File: src/rtl/mc_control_fsm_if.sv
// Control bundle between the multi-cycle control FSM and its datapath/memory side.
// master = control FSM, slave = datapath and memories.
interface mc_control_fsm_if;
   logic [31:0] instr_rdata;
   logic        imem_ack;
   logic        dmem_ack;
   logic        branch_taken;
   logic        imem_req;
   logic        dmem_req;
   logic        pc_en;
   logic        pc_sel;
   logic        register_write_en;
   logic        mem_write_en;
   logic        imm_en;
   logic [3:0]  alu_control_en;
   logic [1:0]  rd_mux_en;
   logic [2:0]  S_type_data;
   logic [2:0]  L_type_data;
   logic [2:0]  B_type_data;
   logic        illegal_instr;
   logic        mem_fault;
   logic [2:0]  state_o;

   modport master (
      input  instr_rdata, imem_ack, dmem_ack, branch_taken,
      output imem_req, dmem_req, pc_en, pc_sel, register_write_en, mem_write_en,
             imm_en, alu_control_en, rd_mux_en, S_type_data, L_type_data,
             B_type_data, illegal_instr, mem_fault, state_o
   );

   modport slave (
      output instr_rdata, imem_ack, dmem_ack, branch_taken,
      input  imem_req, dmem_req, pc_en, pc_sel, register_write_en, mem_write_en,
             imm_en, alu_control_en, rd_mux_en, S_type_data, L_type_data,
             B_type_data, illegal_instr, mem_fault, state_o
   );
endinterface

File: src/rtl/mc_control_fsm.sv
// Multi-cycle RV32 control FSM: FETCH/DECODE/EXECUTE/MEM/WB with memory-ack
// timeout into a sticky HALT. Outputs are decoded from state and the latched IR.
module mc_control_fsm #(
   parameter int MEM_TIMEOUT = 16
) (
   input logic            clk,
   input logic            reset,
   mc_control_fsm_if.master bus
);
   typedef enum logic [2:0] {
      FETCH   = 3'd0,
      DECODE  = 3'd1,
      EXECUTE = 3'd2,
      MEM     = 3'd3,
      WB      = 3'd4,
      HALT    = 3'd5
   } state_t;

   localparam int            CW        = $clog2(MEM_TIMEOUT + 1);
   localparam logic [CW-1:0] WAIT_LAST = CW'(MEM_TIMEOUT - 1);
   localparam logic [31:0]   NOP       = 32'h0000_0013;

   state_t        state, next_state;
   logic [31:0]   ir;
   logic [CW-1:0] wait_cnt;
   logic          fault;

   logic [6:0] opcode;
   logic [2:0] funct3;
   logic       funct7_5;
   logic       is_r, is_i, is_s, is_l, is_b, is_lui, is_auipc;
   logic       waiting, timeout;
   logic       unused_ir;

   assign opcode   = ir[6:0];
   assign funct3   = ir[14:12];
   assign funct7_5 = ir[30];
   assign unused_ir = ^{ir[31], ir[29:15], ir[11:7]};

   assign is_r     = (opcode == 7'b0110011);
   assign is_i     = (opcode == 7'b0010011);
   assign is_s     = (opcode == 7'b0100011);
   assign is_l     = (opcode == 7'b0000011);
   assign is_b     = (opcode == 7'b1100011);
   assign is_lui   = (opcode == 7'b0110111);
   assign is_auipc = (opcode == 7'b0010111);

   // Only the request state's own ack matters; stray acks elsewhere are ignored.
   assign waiting = ((state == FETCH) && !bus.imem_ack) ||
                    ((state == MEM)   && !bus.dmem_ack);
   assign timeout = waiting && (wait_cnt == WAIT_LAST);

   always_ff @(posedge clk or posedge reset) begin
      if (reset) begin
         state    <= FETCH;
         ir       <= NOP;
         wait_cnt <= '0;
         fault    <= 1'b0;
      end else begin
         state <= next_state;
         if (state == FETCH && bus.imem_ack)
            ir <= bus.instr_rdata;
         if (next_state != state)
            wait_cnt <= '0;
         else if (waiting)
            wait_cnt <= wait_cnt + 1'b1;
         if (next_state == HALT && state != HALT)
            fault <= 1'b1;
      end
   end

   always_comb begin
      next_state            = state;
      bus.imem_req          = 1'b0;
      bus.dmem_req          = 1'b0;
      bus.pc_en             = 1'b0;
      bus.pc_sel            = 1'b0;
      bus.register_write_en = 1'b0;
      bus.mem_write_en      = 1'b0;
      bus.imm_en            = 1'b0;
      bus.alu_control_en    = 4'b0000;
      bus.rd_mux_en         = 2'b00;
      bus.S_type_data       = 3'b000;
      bus.L_type_data       = 3'b000;
      bus.illegal_instr     = 1'b0;
      case (state)
         FETCH: begin
            // Reset parks the FSM in FETCH; keep the request quiet until release.
            bus.imem_req = !reset;
            if (bus.imem_ack)
               next_state = DECODE;
            else if (timeout)
               next_state = HALT;
         end
         DECODE: begin
            if (is_r || is_i || is_s || is_l || is_b)
               next_state = EXECUTE;
            else if (is_lui || is_auipc)
               next_state = WB;
            else begin
               bus.illegal_instr = 1'b1;
               bus.pc_en         = 1'b1;
               next_state        = FETCH;
            end
         end
         EXECUTE: begin
            if (is_r || (is_i && funct3 == 3'b101))
               bus.alu_control_en = {funct7_5, funct3};
            else if (is_i)
               bus.alu_control_en = {1'b0, funct3};
            bus.imm_en = is_i || is_s || is_l;
            if (is_s || is_l)
               next_state = MEM;
            else if (is_b) begin
               bus.pc_en  = 1'b1;
               bus.pc_sel = bus.branch_taken;
               next_state = FETCH;
            end else
               next_state = WB;
         end
         MEM: begin
            bus.dmem_req     = 1'b1;
            bus.mem_write_en = is_s;
            bus.S_type_data  = is_s ? funct3 : 3'b000;
            bus.L_type_data  = is_l ? funct3 : 3'b000;
            if (bus.dmem_ack) begin
               if (is_s) begin
                  bus.pc_en  = 1'b1;
                  next_state = FETCH;
               end else
                  next_state = WB;
            end else if (timeout)
               next_state = HALT;
         end
         WB: begin
            bus.register_write_en = 1'b1;
            bus.pc_en             = 1'b1;
            if (is_l)
               bus.rd_mux_en = 2'b01;
            else if (is_lui)
               bus.rd_mux_en = 2'b10;
            else if (is_auipc)
               bus.rd_mux_en = 2'b11;
            next_state = FETCH;
         end
         HALT: next_state = HALT;
         default: next_state = FETCH;
      endcase
   end

   assign bus.B_type_data = is_b ? funct3 : 3'b000;
   assign bus.mem_fault   = fault;
   assign bus.state_o     = state;
endmodule

File: src/flat_wrapper.sv
// flat-port wrapper written by rule: the top's interface ports become plain ports
module mc_control_fsm_flat 
#(
   parameter int MEM_TIMEOUT = 16
)
  (clk, reset, bus_instr_rdata, bus_imem_ack, bus_dmem_ack, bus_branch_taken, bus_imem_req, bus_dmem_req, bus_pc_en, bus_pc_sel, bus_register_write_en, bus_mem_write_en, bus_imm_en, bus_alu_control_en, bus_rd_mux_en, bus_S_type_data, bus_L_type_data, bus_B_type_data, bus_illegal_instr, bus_mem_fault, bus_state_o);
  mc_control_fsm_if bus_i ();
  input logic clk;
  input logic reset;
  input wire logic [$bits(bus_i.instr_rdata)-1:0] bus_instr_rdata;
  input wire logic [$bits(bus_i.imem_ack)-1:0] bus_imem_ack;
  input wire logic [$bits(bus_i.dmem_ack)-1:0] bus_dmem_ack;
  input wire logic [$bits(bus_i.branch_taken)-1:0] bus_branch_taken;
  output wire logic [$bits(bus_i.imem_req)-1:0] bus_imem_req;
  output wire logic [$bits(bus_i.dmem_req)-1:0] bus_dmem_req;
  output wire logic [$bits(bus_i.pc_en)-1:0] bus_pc_en;
  output wire logic [$bits(bus_i.pc_sel)-1:0] bus_pc_sel;
  output wire logic [$bits(bus_i.register_write_en)-1:0] bus_register_write_en;
  output wire logic [$bits(bus_i.mem_write_en)-1:0] bus_mem_write_en;
  output wire logic [$bits(bus_i.imm_en)-1:0] bus_imm_en;
  output wire logic [$bits(bus_i.alu_control_en)-1:0] bus_alu_control_en;
  output wire logic [$bits(bus_i.rd_mux_en)-1:0] bus_rd_mux_en;
  output wire logic [$bits(bus_i.S_type_data)-1:0] bus_S_type_data;
  output wire logic [$bits(bus_i.L_type_data)-1:0] bus_L_type_data;
  output wire logic [$bits(bus_i.B_type_data)-1:0] bus_B_type_data;
  output wire logic [$bits(bus_i.illegal_instr)-1:0] bus_illegal_instr;
  output wire logic [$bits(bus_i.mem_fault)-1:0] bus_mem_fault;
  output wire logic [$bits(bus_i.state_o)-1:0] bus_state_o;
  assign bus_i.instr_rdata = bus_instr_rdata;
  assign bus_i.imem_ack = bus_imem_ack;
  assign bus_i.dmem_ack = bus_dmem_ack;
  assign bus_i.branch_taken = bus_branch_taken;
  assign bus_imem_req = bus_i.imem_req;
  assign bus_dmem_req = bus_i.dmem_req;
  assign bus_pc_en = bus_i.pc_en;
  assign bus_pc_sel = bus_i.pc_sel;
  assign bus_register_write_en = bus_i.register_write_en;
  assign bus_mem_write_en = bus_i.mem_write_en;
  assign bus_imm_en = bus_i.imm_en;
  assign bus_alu_control_en = bus_i.alu_control_en;
  assign bus_rd_mux_en = bus_i.rd_mux_en;
  assign bus_S_type_data = bus_i.S_type_data;
  assign bus_L_type_data = bus_i.L_type_data;
  assign bus_B_type_data = bus_i.B_type_data;
  assign bus_illegal_instr = bus_i.illegal_instr;
  assign bus_mem_fault = bus_i.mem_fault;
  assign bus_state_o = bus_i.state_o;
  mc_control_fsm #(.MEM_TIMEOUT(MEM_TIMEOUT)) u_core (.clk(clk), .reset(reset), .bus(bus_i));
endmodule
File: config.mk
export PLATFORM = sky130hd
export DESIGN_NAME = mc_control_fsm_flat
export DESIGN_NICKNAME = d
export VERILOG_FILES = /design/src/rtl/mc_control_fsm_if.sv /design/src/rtl/mc_control_fsm.sv /design/src/flat_wrapper.sv
export SDC_FILE = /design/constraint.sdc
export NUM_CORES = 1
export LEC_CHECK = 0
export BUFFER_PORTS_ARGS = -buffer_cell sky130_fd_sc_hd__buf_2
export CAP_MARGIN = 20
export CORE_AREA = 3 3 66 68
export DETAILED_ROUTE_END_ITERATION = 10
export DIE_AREA = 0 0 69 71
export SYNTH_ARGS = -nofsm -noshare
export SYNTH_HDL_FRONTEND = slang
export SYNTH_SLANG_ARGS = --single-unit
File: constraint.sdc
create_clock -name clk -period 3.4 [get_ports clk]
set_clock_uncertainty 0.2 [all_clocks]
set_input_delay 0.68 -clock clk [delete_from_list [all_inputs] [get_ports clk]]
set_output_delay 0.68 -clock clk [all_outputs]
set_load 0.01 [all_outputs]
---- Yosys cells after proc, flatten, opt, wreduce, memory -nomap -nowiden ----
Index checks and enable logic that the tools add are counted.
operators by class
  $add $sub $neg .......................... 1
  equal/unequal tests ..................... 17
  mux-type cells .......................... 39
  reduce and logical (&&, ||, !) cells .... 21
operators with widths
  kind                   number
  $mux W3                14
  $eq A7 B6 Y1 const B   3
  $mux W1                15
  $pmux W3 S5            1
  $eq A7 B5 Y1 const B   2
  $eq A3 B3 Y1 const B   4
  $logic_or A1 B1 Y1     10
  $mux W5                2
  $mux W2                4
  $mux W4                2
  $eq A7 B2 Y1 const B   1
  $eq A7 B7 Y1 const B   1
  $eq A3 B2 Y1 const B   2
  $logic_and A1 B1 Y1    6
  $add A5 B1 Y5 const B  1
  $eq A5 B4 Y1 const B   1
  $pmux W1 S4            1
  $eq A3 B1 Y1 const B   1
  $logic_not A1 Y1       3
  $logic_not A3 Y1       1
  $ne A3 B3 Y1           1
  $ne A3 B3 Y1 const B   1
  $reduce_bool A2 Y1     1
word-level totals
  register bits after elaboration ......... 40
  input bits .............................. 37
  output and inout bits ................... 27
  word-level logic and storage cells ...... 82

---- Longest topological paths before layout ----
Gate-level depths: netlist (run 1).
  depth in word-level cells ............... 9
  depth in mapped cells ................... 7
  gate-level depth less buffers ........... 7

---- Least setup slack after synthesis (run 1) ----
OpenSTA, ideal clock, no wires.
  path kind ............................... reg2out
  start ................................... reg u_core.ir[4]
  end ..................................... out bus_pc_en
  arrival ................................. 1.657 ns
  path slack .............................. 0.863 ns
  stages on the path, launching flop included .. 6
  buffers on the path ..................... 1
  cells stage by stage .................... dfstp_2 buf_2 nand2b_1 a21oi_1 nor4_1 a211o_1
between the ends
  longest elaborated chain between the ends .. 7
ends and longest elaborated chain
  item                                          RTL line                                    source
  start, declared                               mc_control_fsm.sv:24                        logic [31:0] ir;
  start signal, assigned                        mc_control_fsm.sv:62                        ir <= bus.instr_rdata;
  $eq A7 B6 Y1 or $eq A7 B5 Y1 (tied branches)  mc_control_fsm.sv:40, mc_control_fsm.sv:41
  $logic_or A1 B1 Y1 (4 in series)              mc_control_fsm.sv:96                        if (is_r || is_i || is_s || is_l || is_b)
  $mux W1                                       mc_control_fsm.sv:96
  $pmux W1 S4 (*)                               mc_control_fsm.sv:86                        case (state)
  end, declared                                 flat_wrapper.sv:16                          output wire logic [$bits(bus_i.pc_en)-1:0] bus_pc_en;
Every way passes the cells marked *; elsewhere a longest branch is shown, timed or not.

---- Final worst setup path (run 1) ----
  start ................................... reg u_core.state[2] (netlist: u_core.bus.state_o[2])
  end ..................................... out bus_pc_en
between the ends
  longest elaborated chain between the ends .. 2
ends and longest elaborated chain
  item                                  RTL line              source
  start, declared                       mc_control_fsm.sv:23  state_t state, next_state;
  start signal, assigned                mc_control_fsm.sv:60  state <= next_state;
  $eq A3 B3 Y1 (tied with other cells)  mc_control_fsm.sv:86
  $pmux W1 S4 (*)                       mc_control_fsm.sv:86
Marked as above.

==> results.yml, run 1 <==
run_status:
  status: "complete, no violations"
synthesis:
  yosysMostFrequentCell: "dfrtp_1"
  synth_top_area_share_pct: 31.7
  syn-num-nets: 173
  synth_edf_count: 0
  yosysWarnings: 0
  avgSynthCellArea_um2: 10.0
  synth_seq_cells: 20
  yosys-top-cells-area: "dfrtp_1 32%, mux2_1 6.7%, dfstp_2 5.9%, and2_1 5.6%, a211oi_2 3.7%"
  async_flop_share_pct: 100
  synthTopCellsByCount: "17 x dfrtp_1, 12 x and2_1, 10 x nor3_1"
  yosys_most_used_dff: "dfrtp_1"
  syn_inst: 134
  syn_area_um2: 1340
  ys_seq_area_share_pct: 37.5
  yosysTopAreaCell: "dfrtp_1"
  ys_types: 45
power:
  p_sw_share_pct: 38.7
  p_per_area_nw_per_um2: 670
  p_leak_nw: 0.815
  peakVddDrop_mv: 0.306
  comb_power_share_pct: 35.5
  p_switching_mw: 0.429
  seq_power_share_pct: 42.8
  clkPwrFrac_pct: 21.7
  internal_power_mw: 0.681
worst_setup_path:
  path_max_fanout: 16
  startpoint_type: "register"
  cp_data_required_time_ns: 2.52
  crit_type: "reg2out"
  r2r_cells: 4
  rr_startpoint: "u_core.bus.state_o[1]"
  regToRegEndpoint: "u_core.wait_cnt[4]"
  cp-end-kind: "output pin"
  cp.arrival_ns: 2.03
  regToRegSetupSlack_ns: 1.21
worst_hold_path:
  hold_start: "u_core.bus.mem_fault"
  holdPathEnd: "u_core.bus.mem_fault"
  hold_depth: 1
  hold_class: "reg2reg"
grt:
  antenna_found_initial: 0
  grt_overflow: 0
  grt_pass1_vias: 1137
  gr-usage-all-layers_pct: 13.2
  grt_pass1_wl_um: 5370
  grt_max_degree: 21
cells_and_area:
  fin_nets: 215
  drive_above_1_share_pct: 36.0
  fin_cells: 225
  num_antenna_cells: 0
  area_growth_pct: 23.3
routing:
  avgRoutedWirePerCell_um: 13.8
  viasPerCell: 5.08
  drt_iter0_markers: 49
  firstDrtPassIters: 4
  num_vias: 1144
  drcViolationCount: 0
  routed_wl_um: 3100
  antenna_left: 0
clock_network:
  holdBufCountCts: 0
  cts_tree: "built"
  clock_path_buffers: 2
  cts_resized: 0
  root_buffer: "clkbuf_8"
  path_clk_slew_ns: 0.08
  cts_max_level: 1
  cts_made_buffers: 3
  clkSinkCount: 20
  cts_setup_buffers: 0
  clkLatencyLatePin_ns: 0.26
die:
  start_util_pct: 34.3
  placement_rows: 23
  ioPinCount: 64
  die_x_um: 69
  core-area_um2: 3910
  die_h_um: 71
  dieArea_um2: 4900
run:
  cap_violations: 0
timing:
  period_minus_slack_ns: 2.91
  fin_crit_sh_pct: 85.7
  max_freq_ghz: 0.343
  slew_violations: 0
  timing.hold.ws_ns: 0.264
  finalSetupTns_ns: 0
  grt_setup_unrepaired: "false"
  finalSetupViolations: 0
  tightest_slew_ns: 0.761
  hold_viol: 0
  maxSlewHeadroom_pct: 49.2
placement:
  portBuffers: 42
  gp_congestion: 0.809
  dp.cells: 221
  place_hpwl_um: 2380
power by group through the flow:
stage	clock network, mW	registers [mW]	logic [mW]
floorplan	0	0.418	0.351
global placement	0	0.474	0.390
detailed placement	0	0.479	0.399
CTS	0.248	0.475	0.400
global route	0.260	0.499	0.440
finish	0.241	0.475	0.394
layout by cell type, fill, tap and decap left out, types with 2 or more instances in the layout:
cell type,count
xnor2_1,3
dfstp_2,3
nand2_1,7
nor4_1,2
and3_1,5
a21oi_1,4
mux2_1,8
dfrtp_1,17
a211o_1,4
or3_1,2
nor3_1,10
nand2b_1,2
clkbuf_8,3
inv_1,7
mux2_2,2
nand3b_1,2
o21ai_0,2
a211oi_2,4
nor2_1,8
and2_1,12
ha_1,2
buf_2,42
critical path: stages, from the launching register on:
cell	delay (ns)
dfrtp_1	0.59
nand3b_1	0.38
nor4_2	0.49
a211o_1	0.19
buf_2	0.13
routing by layer:
layer / wire (um) / share of wire, % / GRT usage (%) / vias to the layer above
li1: - / - / - / 568
met1: 1410 / 46 / 17.4 / 541
met2: 1510 / 49 / 22.7 / 35
met3: 177 / 5.7 / 2.27 / 0
met4: 0 / 0 / 2.60 / 0
met5: 0 / 0 / 0 / -
state kept, by name, indices dropped and copies added, names as in the netlist:
signal	cells
u_core.bus.state_o	3
u_core.wait_cnt	5
u_core.bus.mem_fault	1
u_core.ir	11
worst max path at each step:
stage	from	slack, ns	endpoint
after global placement	u_core.bus.state_o[2]	0.82	bus_pc_en
after detailed placement	u_core.bus.state_o[2]	0.80	bus_pc_en
after CTS	u_core.bus.state_o[2]	0.50	bus_pc_en
after floorplan	u_core.ir[4]	0.86	bus_pc_en
final	u_core.bus.state_o[2]	0.49	bus_pc_en
after global routing	u_core.bus.state_o[2]	0.33	bus_S_type_data[0]
final cells by class:
cell class	instances	area (um^2)
Fill cell	396	2260
Clock buffer	3	41.3
Sequential cell	20	504
Timing Repair Buffer	42	210
Clock inverter	1	30.0
Inverter	7	26.3
Tap cell	50	62.6
Multi-Input combinational cell	102	782
through the flow:
stage	util [%]	cell area, um^2	total power [mW]	setup WS (ns)
2_1_floorplan	-	1340	0.769	0.863
3_3_place_gp	40.5	1590	0.864	0.820
3_5_place_dp	40.5	1590	0.878	0.801
4_1_cts	42.3	1660	1.12	0.501
5_1_grt	42.3	1660	1.20	0.325
6_report	42.3	1660	1.11	0.486
kinds of logic (layout without fill, tap and decap cells):
kind of cell	Yosys count	count (layout)	synth area share (%)
buffers and inverters	12	53	4.28
DFF	20	20	37.5
adders and majority gates	2	2	1.86
AOI/OAI and AO/OA	23	23	15.3
xor gates and xnor gates	4	4	2.61
and+or+nand+nor	62	62	29.3
muxes	11	11	9.12
(Power assumes the default switching activity.)
==> run 2: changes to the inputs <==
--- a/config.mk
+++ b/config.mk
@@ -11,4 +11,5 @@
 export DETAILED_ROUTE_END_ITERATION = 10
 export DIE_AREA = 0 0 69 71
+export SETUP_SLACK_MARGIN = 0.05
 export SYNTH_ARGS = -nofsm -noshare
 export SYNTH_HDL_FRONTEND = slang
==> constraint.sdc (replaced) <==
create_clock -name clk -period 3.4 [get_ports clk]
set_clock_uncertainty 0.2 [all_clocks]
set_input_delay 0.17 -clock clk [delete_from_list [all_inputs] [get_ports clk]]
set_output_delay 0.17 -clock clk [all_outputs]
set_load 0.01 [all_outputs]
==> run 2 against run 1 <==
  * Critical path depth is the same
  * First-iteration DRC count shrank 4.1%
  * Register-to-register slack is essentially flat
  * Worst setup slack improved by 0.50 ns
  * Sequential power about the same
  * Worst hold slack lost 0.14 ns
  * Global-route usage grew 0.21 points
  * Core utilization increased by 3.1 points
  * Clock-buffer cell count is the same
  * Final cell count is 5.3% higher
  * Sequential share of layout area fell by 2.1 points
  * Routed wire length is 3.7% higher
  * Highest routed layer is now met4
==> results.yml, run 2 (synthesized netlist as in run 1, its figures left out) <==
worst_setup_path:
  path_max_fanout: 16
  cp-end-kind: "output pin"
  cp.arrival_ns: 2.05
  path_cells: "nand3b_1 -> nor4_2 -> a211o_1 -> buf_2"
  cp_slowest_cell: "dfrtp_1"
  crit_type: "reg2out"
  startpoint_type: "register"
  cp_data_required_time_ns: 3.03
  max_stage_delay_ns: 0.60
routing:
  antenna_left: 0
  viasPerCell: 5.01
  avgRoutedWirePerCell_um: 13.6
  routed_wl_um: 3220
  firstDrtPassIters: 4
  drcViolationCount: 0
  num_vias: 1188
  drt_iter0_markers: 47
clock_network:
  cts_made_buffers: 3
  clkSinkCount: 20
  cts_resized: 0
  cts_max_level: 1
  clkLatencyLatePin_ns: 0.26
  clock_path_buffers: 2
  cts_setup_buffers: 0
  cts_tree: "built"
  holdBufCountCts: 12
  root_buffer: "clkbuf_8"
  path_clk_slew_ns: 0.08
timing:
  finalSetupViolations: 0
  tightest_slew_ns: 0.765
  grt_setup_unrepaired: "false"
  finalSetupTns_ns: 0
  slew_violations: 0
  maxSlewHeadroom_pct: 49.0
  hold_viol: 0
  period_minus_slack_ns: 2.42
  fin_crit_sh_pct: 71.1
  max_freq_ghz: 0.413
run:
  cap_violations: 0
grt:
  grt_max_degree: 21
  met1_usage_pct: 17.4
  antenna_found_initial: 0
  gr-max-usage-layer: "met2"
  gr-usage-met3_pct: 1.99
  grt_pass1_vias: 1187
  gr-usage-met2_pct: 23.6
  gr-usage-all-layers_pct: 13.4
  grt_pass1_wl_um: 5460
  grt_overflow: 0
die:
  core-area_um2: 3910
  dieArea_um2: 4900
  start_util_pct: 34.3
  die_h_um: 71
  ioPinCount: 64
  placement_rows: 23
  die_x_um: 69
power:
  clkPwrFrac_pct: 21.6
  p_per_area_nw_per_um2: 634
  comb_power_share_pct: 36.1
  peakVddDrop_mv: 0.315
  seq_power_share_pct: 42.3
  internal_power_mw: 0.690
  p_leak_nw: 0.865
  p_switching_mw: 0.436
  p_sw_share_pct: 38.7
  finalPower_mw: 1.13
cells_and_area:
  drive_above_1_share_pct: 33.7
  final_cell_mix: "42 x buf_2, 17 x dfrtp_1, 12 x and2_1, 12 x dlygate4sd3_1, 10 x nor3_1"
  final_common_cell: "buf_2"
  largest_register: "u_core.ir"
  fillers: 385
  num_antenna_cells: 0
  fin_nets: 227
  largest_register_ffs: 11
  area_growth_pct: 32.2
placement:
  gp_congestion: 0.809
  portBuffers: 42
  place_hpwl_um: 2380
worst_hold_path:
  hold_class: "in2reg"
run_status:
  status: "complete, no violations"
run 2: changes by cell type in the layout (fill, tap and decap cells not counted), sizes merged:
cell | before | now
dlygate4sd3 | 0 | 12
run 2: routing by layer:
metal / share of wire (%) / vias up / routed length, um
met2: 49 / 35 / 1570
met4: 0.50 / 0 / 16
met1: 46 / 559 / 1480
li1: - / 592 / -
met5: 0 / - / 0
met3: 4.7 / 2 / 150
run 2: final timing paths:
check | startpoint | endpoint | slack [ns] | cells past startpoint
max | u_core.bus.state_o[2] | bus_pc_en | 0.98 | 4
min | bus_dmem_ack | u_core.bus.state_o[2] | 0.13 | 3
max reg2reg | u_core.bus.state_o[1] | u_core.wait_cnt[4] | 1.21 | 4
min reg2reg | u_core.bus.mem_fault | u_core.bus.mem_fault | 0.26 | 1
max in group asynchronous | reset | u_core.ir[14] | 2.12 | 3
min in group asynchronous | reset | u_core.wait_cnt[3] | 0.40 | 3
run 2: worst max-delay path, delay by kind of cell, from the launching register on:
| kind | cells | cell delay (ns) |
|---|---|---|
| AOI/OAI and AO/OA | 1 | 0.19 |
| buffers and inverters | 1 | 0.13 |
| and+or+nand+nor | 2 | 0.87 |
| DFF | 1 | 0.60 |
run 2: power by group through the flow:
stage	Combinational, mW	Sequential, mW	Clock (mW)
detailed placement	0.399	0.479	0
global route	0.451	0.499	0.260
finish	0.407	0.477	0.243
CTS	0.410	0.475	0.248
floorplan	0.351	0.418	0
global placement	0.390	0.474	0
run 2: stage by stage:
step	worst slack [ns]	utilization [%]	cells	area, um^2	hold slack, ns
2_1_floorplan	1.37	-	134	1340	-0.0684
3_3_place_gp	1.24	40.5	221	1590	0.140
3_5_place_dp	1.25	40.5	221	1590	0.169
4_1_cts	1.01	45.4	237	1780	0.124
5_1_grt	0.835	45.4	237	1780	0.144
6_report	0.981	45.4	237	1780	0.129
run 2: cell type report:
| class | count | area, um^2 | area share [%] |
|---|---|---|---|
| Clock buffer | 3 | 41.3 | 2.32 |
| Clock inverter | 1 | 30.0 | 1.69 |
| Inverter | 7 | 26.3 | 1.48 |
| Multi-Input combinational cell | 102 | 782 | 44.0 |
| Sequential cell | 20 | 504 | 28.4 |
| Tap cell | 50 | 62.6 | 3.52 |
| Timing Repair Buffer | 54 | 330 | 18.6 |
==> run 3: changes to the inputs <==
- clock period: 3.4 -> 2.2 ns (I/O delays scaled with it)
==> run 3 against run 2 <==
  * Core utilization increased by 6.9 points
  * Combinational power up 150%
  * Sequential power rose by 47%
  * Via count grew 9.6%
  * Critical path depth grew 1
  * Die area stayed put
==> results.yml, run 3 (synthesized netlist as in run 1, its figures left out) <==
placement:
  portBuffers: 42
  place_hpwl_um: 2680
  gp_congestion: 0.934
routing:
  avgRoutedWirePerCell_um: 14.2
  viasPerCell: 4.95
  antenna_left: 0
  drcViolationCount: 0
  firstDrtPassIters: 4
  drt_iter0_markers: 51
  routed_wl_um: 3750
  num_vias: 1302
cells_and_area:
  fillers: 357
  drive_above_1_share_pct: 49.3
  largest_register: "u_core.ir"
  fin_nets: 253
  final_common_cell: "buf_2"
  largest_register_ffs: 11
  utilization_pct: 52.3
  final_cell_mix: "41 x buf_2, 26 x buf_4, 14 x dfrtp_1"
  area_growth_pct: 52.3
  num_antenna_cells: 0
timing:
  finalSetupTns_ns: 0
  tightest_slew_ns: 0.762
  grt_setup_unrepaired: "true"
  hold_viol: 0
  maxSlewHeadroom_pct: 49.1
  fin_crit_sh_pct: 96.3
  finalSetupViolations: 0
  max_freq_ghz: 0.472
  slew_violations: 0
  period_minus_slack_ns: 2.12
die:
  ioPinCount: 64
  core-area_um2: 3910
  die_x_um: 69
  placement_rows: 23
  die_h_um: 71
  start_util_pct: 34.3
  dieArea_um2: 4900
clock_network:
  cts_made_buffers: 3
  clkLatencyLatePin_ns: 0.26
  cts_max_level: 1
  clkSinkCount: 20
  root_buffer: "clkbuf_8"
  path_clk_slew_ns: 0.07
  clock_path_buffers: 2
  cts_tree: "built"
grt:
  grt_pass1_wl_um: 6100
  grt_max_degree: 21
  grt_overflow: 0
  antenna_found_initial: 0
  grt_pass1_vias: 1310
  gr-usage-all-layers_pct: 15.1
worst_setup_path:
  path_max_fanout: 5
  startpoint_type: "register"
  cp-end-kind: "register"
  cp_data_required_time_ns: 2.13
  cp_slowest_cell: "dfrtp_1"
  max_stage_delay_ns: 0.42
  crit_type: "reg2reg"
  cp.arrival_ns: 2.05
  path_cells: "or2_4 -> or3_4 -> buf_4 -> a211oi_2 -> nor3_1"
power:
  p_leak_nw: 1.00
  p_per_area_nw_per_um2: 972
  peakVddDrop_mv: 0.622
  finalPower_mw: 1.99
run_status:
  status: "complete, no violations"
run:
  cap_violations: 0
worst_hold_path:
  hold_class: "in2reg"
-- run 3: per-stage QoR --
| stage | cell area [um^2] | hold WS [ns] | worst slack, ns | instances |
|---|---|---|---|---|
| floorplan | 1340 | -0.128 | 0.202 | 134 |
| global placement | 1650 | 0.0868 | 0.0966 | 229 |
| detailed placement | 1650 | 0.0981 | 0.0551 | 229 |
| CTS | 1880 | 0.0730 | 0.0450 | 248 |
| global route | 2050 | 0.0918 | 0.00465 | 263 |
| finish | 2050 | 0.0923 | 0.0825 | 263 |
-- run 3: path summary, 6_finish.rpt --
kind / start / end / slack (ns) / cells after the start
max: u_core.ir[3] / u_core.wait_cnt[0] / 0.08 / 5
min: bus_dmem_ack / u_core.bus.state_o[2] / 0.09 / 3
max reg2reg: u_core.ir[3] / u_core.wait_cnt[0] / 0.08 / 5
min reg2reg: u_core.bus.mem_fault / u_core.bus.mem_fault / 0.25 / 1
max in group asynchronous: reset / u_core.bus.state_o[2] / 0.94 / 3
min in group asynchronous: reset / u_core.wait_cnt[2] / 0.34 / 3
-- run 3: layer usage --
| layer | global-route usage [%] | share of wire (%) | up-vias |
|---|---|---|---|
| li1 | - | - | 643 |
| met1 | 18.3 | 43 | 623 |
| met2 | 26.4 | 53 | 31 |
| met3 | 2.41 | 3.6 | 5 |
| met4 | 6.72 | 1.1 | 0 |
| met5 | 0 | 0 | - |
-- run 3: area by class of cell --
| cell class | count | area (um^2) | share of cell area (%) |
|---|---|---|---|
| flip-flops and latches | 20 | 508 | 24.8 |
| well taps | 50 | 62.6 | 3.06 |
| repair buffers | 80 | 532 | 26.0 |
| multi-input cells | 102 | 863 | 42.2 |
| clock buffers | 4 | 55.1 | 2.69 |
| inverters | 7 | 26.3 | 1.28 |
-- run 3: critical path, delay by kind of cell (launching register included) --
kind                   cells  cell delay (ns)
AND/OR/NAND/NOR            3             0.81
flip-flops                 1             0.42
AO/OA/AOI/OAI              1             0.40
buffers and inverters      1             0.15
-- run 3: power by group --
part	internal (mW)	total, mW	switching (mW)
sequential	0.527	0.702	0.176
clock	0.159	0.281	0.121
combinational	0.528	1.01	0.478
total	1.21	1.99	0.776
-- run 3: what timing repair did --
action	in CTS	in global routing
setup buffers	3	15
hold buffers	12	0
endpoints found under the setup margin	8	22
hold endpoints to repair	28	0
cloned	0	0
pin swaps	1	5
resized for setup	9	11
